## config.mk

```make
export PLATFORM = sky130hd
export DESIGN_NAME = mux4_rr_arbiter
export DESIGN_NICKNAME = d
export VERILOG_FILES = /design/src/rtl/mux_arb_pkg.sv /design/src/rtl/mux4a1.sv /design/src/rtl/mux4_rr_arbiter.sv
export SDC_FILE = /design/constraint.sdc
export NUM_CORES = 1
export LEC_CHECK = 0
export ABC_AREA = 1
export CAP_MARGIN = 20
export CORE_MARGIN = 2
export CORE_UTILIZATION = 55
export CTS_CLUSTER_SIZE = 8
export DETAILED_ROUTE_END_ITERATION = 6
export PLACE_DENSITY_LB_ADDON = 0.1
export SYNTH_ARGS = -nofsm -noshare
export SYNTH_HDL_FRONTEND = slang
export SYNTH_SLANG_ARGS = --single-unit
```

## constraint.sdc

```tcl
create_clock -name clk -period 6.4 [get_ports clk]
set_input_delay 1.28 -clock clk [delete_from_list [all_inputs] [get_ports clk]]
set_output_delay 1.28 -clock clk [all_outputs]
set_load 0.01 [all_outputs]
```

## src/rtl/mux_arb_pkg.sv

```systemverilog
// Shared types and the rotating-priority search used by the 4-way mux arbiter.
package mux_arb_pkg;

    localparam int N_REQ = 4;
    localparam int SEL_W = 2;

    typedef enum logic {
        IDLE  = 1'b0,
        GRANT = 1'b1
    } arb_state_t;

    typedef struct packed {
        logic             found;
        logic [SEL_W-1:0] idx;
    } rr_pick_t;

    // First set bit of req, scanning start, start+1, ... with wrap-around.
    function automatic rr_pick_t next_rr(input logic [N_REQ-1:0] req,
                                         input logic [SEL_W-1:0] start);
        rr_pick_t         r;
        logic [SEL_W-1:0] j;
        r.found = 1'b0;
        r.idx   = start;
        for (int k = 0; k < N_REQ; k++) begin
            j = start + SEL_W'(k);
            if (!r.found && req[j]) begin
                r.found = 1'b1;
                r.idx   = j;
            end
        end
        return r;
    endfunction

    function automatic logic [N_REQ-1:0] onehot(input logic [SEL_W-1:0] idx);
        return N_REQ'(1) << idx;
    endfunction

endpackage

```

## src/rtl/mux4a1.sv

```systemverilog
// Plain 4:1 single-bit multiplexer; select index is 2*S1+S0.
module mux4a1 (
    input  logic D00,
    input  logic D01,
    input  logic D10,
    input  logic D11,
    input  logic S1,
    input  logic S0,
    output logic Y
);

    always_comb begin
        case ({S1, S0})
            2'b00:   Y = D00;
            2'b01:   Y = D01;
            2'b10:   Y = D10;
            default: Y = D11;
        endcase
    end

endmodule

```

## src/rtl/mux4_rr_arbiter.sv

```systemverilog
// Round-robin arbiter that owns a mux4a1 and steers one of four data bits to y.
// Optional per-requester grant counters are enabled by defining MUX4_RR_ARB_STATS_EN.
module mux4_rr_arbiter
    import mux_arb_pkg::*;
#(
    parameter int HOLD_MAX = 4
) (
    input  logic        clk,
    input  logic        rst,
    input  logic [3:0]  req,
    input  logic [3:0]  d,
    output logic [3:0]  gnt,
    output logic [1:0]  sel,
    output logic        y,
    output logic        y_valid,
    output logic        busy
`ifdef MUX4_RR_ARB_STATS_EN
    ,
    output logic [31:0] grant_cnt
`endif
);

    localparam int HCW = 4;
    localparam logic [HCW-1:0] HOLD_LIM = HCW'(HOLD_MAX);

    arb_state_t       state_q, state_d;
    logic [N_REQ-1:0] gnt_q, gnt_d;
    logic [SEL_W-1:0] sel_q, sel_d;
    logic             vld_q, vld_d;
    logic [HCW-1:0]   hold_q, hold_d;
    logic [SEL_W-1:0] ptr_q, ptr_d;

    rr_pick_t         pick;
    logic [SEL_W-1:0] cur;
    logic [SEL_W-1:0] cur_next;
    logic [N_REQ-1:0] others;

    always_ff @(posedge clk or posedge rst) begin
        if (rst) begin
            state_q <= IDLE;
            gnt_q   <= '0;
            sel_q   <= '0;
            vld_q   <= 1'b0;
            hold_q  <= '0;
            ptr_q   <= '0;
        end else begin
            state_q <= state_d;
            gnt_q   <= gnt_d;
            sel_q   <= sel_d;
            vld_q   <= vld_d;
            hold_q  <= hold_d;
            ptr_q   <= ptr_d;
        end
    end

    always_comb begin
        state_d  = state_q;
        gnt_d    = gnt_q;
        sel_d    = sel_q;
        vld_d    = vld_q;
        hold_d   = hold_q;
        ptr_d    = ptr_q;
        pick     = '0;
        cur      = sel_q;
        cur_next = sel_q + SEL_W'(1);
        others   = req & ~onehot(sel_q);

        case (state_q)
            IDLE: begin
                pick = next_rr(req, ptr_q);
                if (pick.found) begin
                    state_d = GRANT;
                    gnt_d   = onehot(pick.idx);
                    sel_d   = pick.idx;
                    vld_d   = 1'b1;
                    hold_d  = HCW'(1);
                end
            end
            GRANT: begin
                if (!req[cur]) begin
                    // Holder released: hand off without an idle cycle if anyone waits.
                    ptr_d = cur_next;
                    pick  = next_rr(req, cur_next);
                    if (pick.found) begin
                        gnt_d  = onehot(pick.idx);
                        sel_d  = pick.idx;
                        hold_d = HCW'(1);
                    end else begin
                        state_d = IDLE;
                        gnt_d   = '0;
                        vld_d   = 1'b0;
                        hold_d  = '0;
                    end
                end else if (hold_q == HOLD_LIM && others != '0) begin
                    ptr_d  = cur_next;
                    pick   = next_rr(others, cur_next);
                    gnt_d  = onehot(pick.idx);
                    sel_d  = pick.idx;
                    hold_d = HCW'(1);
                end else if (hold_q != HOLD_LIM) begin
                    hold_d = hold_q + HCW'(1);
                end
            end
            default: begin
                state_d = IDLE;
            end
        endcase
    end

    assign gnt     = gnt_q;
    assign sel     = sel_q;
    assign y_valid = vld_q;
    assign busy    = (state_q == GRANT);

    mux4a1 u_mux (
        .D00 (d[0]),
        .D01 (d[1]),
        .D10 (d[2]),
        .D11 (d[3]),
        .S1  (sel_q[1]),
        .S0  (sel_q[0]),
        .Y   (y)
    );

`ifdef MUX4_RR_ARB_STATS_EN
    // A new grant is a rising bit of the grant vector, seen one edge early.
    generate
        for (genvar gi = 0; gi < N_REQ; gi++) begin : g_cnt
            logic [7:0] cnt_q;
            always_ff @(posedge clk or posedge rst) begin
                if (rst) begin
                    cnt_q <= '0;
                end else if (gnt_d[gi] && !gnt_q[gi] && cnt_q != 8'hFF) begin
                    cnt_q <= cnt_q + 8'd1;
                end
            end
            assign grant_cnt[gi*8 +: 8] = cnt_q;
        end
    endgenerate
`endif

endmodule

```

==> impl_metrics.yaml <==
run_status:
  status: "finished clean"
sta:
  holdWs_ns: 0.506
  rsz0062_at_grt: "no"
  layout_worst_path_cycle_share_pct: 59.5
  setup_viol: 0
  slew_headroom_pct: 54.5
  max_clock_freq_mhz: 263
  worstMarginPinSlew_ns: 0.683
  drv_slew: 0
  hold_viol_final: 0
  fin_skew_ns: 0.00234
  min_period_ns: 3.81
  finalWorstSetupSlack_ns: 2.59
  final.setup.tns_ns: 0
synthesis:
  synthFlopType: "dfrtp_1"
  synth_top_area_share_pct: 24.0
  yosysWarnings: 0
  avgSynthCellArea_sq_um: 6.07
  synth_edf_count: 0
  syn_nets: 299
  yosysTopAreaCell: "nand2_1"
  synth_area_sq_um: 1720
  ys_async_sr_fraction_pct: 100
  yosysSeqAreaShare_pct: 20.4
  synth_common_cells: "nand2_1, nand3_1, inv_1"
  yosysUniqueCellTypes: 31
  synth_area_leaders: "nand2_1, dfrtp_1, nand3_1"
  syn_inst: 283
  post-synth-top-count-cell: "nand2_1"
  synth-seq-cells: 14
worst_setup_path:
  slowest_stage: "clkdlybuf4s50_1"
  cp_max_fo: 1
  slowest_delay_ns: 0.55
  crit_buf_inv: 2
  worstPathRequired_ns: 5.12
  path_cells: "clkdlybuf4s50_1, nand2_1, a31oi_1, clkdlybuf4s50_1"
  critPathTopFamily: "buffers and inverters"
  crit_type: "input port to output port"
  arrival_ns: 2.53
  crit_top_cell: "clkdlybuf4s50_1"
  critPathCaptureType: "output port"
  cp-start-kind: "input port"
floorplanning:
  io_pins: 19
  core_area_sq_um: 3000
  die_area_sq_um: 3590
  die_w_microns: 59.9
  fp.dieH_microns: 59.9
  num_rows: 20
  initial_core_util_pct: 57.2
cts:
  cts_tree: "done"
  cts_hold_buffers: 0
  postCtsSetupBuffers: 0
  cts_sinks: 14
  root_buffer: "clkbuf_4"
  clk-insertion-delay-late_ns: 0.30
  clk_transition_reported_paths_ns: 0.09
  cts_buffers: 3
  htreeDepth: 1
  clockBufferDepth: 2
  cts_resized: 0
global_route:
  grt_max_degree: 20
  grt_pass1_vias: 1584
  antenna_found_initial: 0
  grt_pass1_wl_microns: 6930
  overflow: 0
  track_usage_pct: 25.3
detailed_routing:
  vias_per_cell: 5.39
  final_antenna_net_count: 0
  initialDrtViolationCount: 134
  wire_per_inst_microns: 12.1
  wl_microns: 4030
  drc: 0
  drt-pass1-iter-count: 4
  vias: 1791
run:
  max_cap_violations: 0
place:
  post-dp-hpwl_microns: 3130
  post-place-ws_ns: 2.60
  gp_congestion: 0.883
  io_buffers: 18
layout:
  syn_to_final_growth_pct: 11.9
  drive_above_1_share_pct: 14.4
  antennaDiodeCount: 0
  layout.nets: 316
  fillCellCount: 300
min_path:
  worstHoldPathType: "register to register"
==> cell type report <==
cell class                      count  area (sq um)  share of cell area (%)
Timing Repair Buffer               18           180                    9.37
Inverter                           32           125                    6.51
Clock buffer                        4          36.3                    1.89
Multi-Input combinational cell    231          1190                    61.9
Tap cell                           33          41.3                    2.15
Sequential cell                    14           350                    18.2
==> final timing paths <==
path,to,start,cells after the start,slack (ns)
hold / removal,gnt[0],gnt[0],2,0.51
hold reg to reg,gnt[0],gnt[0],2,0.51
setup reg to reg,gnt[2],sel[0],14,3.42
max in group asynchronous,hold_q[2],rst,2,4.73
setup / recovery,y,d[1],4,2.59
min in group asynchronous,gnt[0],rst,2,1.32
==> sequential cells by signal (all words and copies together), names as in the netlist <==
signal   flops
busy         1
gnt          4
sel          2
y_valid      1
hold_q       4
ptr_q        2
==> through the flow <==
stage	instances	area [sq um]	util (%)
6_report	332	1920	64.0
5_1_grt	332	1920	64.0
4_1_cts	332	1920	64.0
3_5_place_dp	328	1890	62.8
3_3_place_gp	328	1890	62.8
2_1_floorplan	283	1720	-
==> metal layers <==
metal / GRT usage, % / up-vias / wire (microns)
met5: 0 / - / 0
met4: 8.89 / 0 / 63
met3: 5.41 / 8 / 190
met2: 39.4 / 27 / 1850
met1: 34.5 / 811 / 1930
li1: - / 945 / -
==> worst min-delay path: cells and delay by family, from the launching register on <==
kind             cells  cell delay [ns]
and+or+nand+nor      2             0.12
DFF                  1             0.37
==> placed cells by master (no fill, tap or decap), types with 2 or more instances in the layout <==
cell type | Yosys | final
nand2_4 | 5 | 5
o21ai_0 | 10 | 10
nor2_1 | 18 | 18
nand3_2 | 4 | 4
nand2_2 | 12 | 12
dfrtp_1 | 14 | 14
nand3_1 | 34 | 34
a21oi_1 | 8 | 8
clkbuf_4 | 0 | 3
nor2_2 | 3 | 3
a21oi_2 | 2 | 2
clkdlybuf4s50_1 | 0 | 18
ha_1 | 6 | 6
inv_4 | 2 | 2
nand2_1 | 110 | 110
nand4_1 | 5 | 5
inv_1 | 22 | 22
a31oi_1 | 2 | 2
inv_2 | 7 | 7
o21ai_1 | 2 | 2
==> kinds of logic (layout without fill, tap and decap cells) <==
family / after synthesis / count (layout) / share of synthesized area, %
flip-flops: 14 / 14 / 20.4
AND/OR/NAND/NOR: 195 / 195 / 53.9
buffers and inverters: 38 / 54 / 10.3
adder cells (fa/ha/maj): 6 / 6 / 4.37
AO/OA/AOI/OAI: 30 / 30 / 11.0
Power is not shown: default switching activity piles up to over one toggle a cycle in this logic, so the estimate is an artifact.
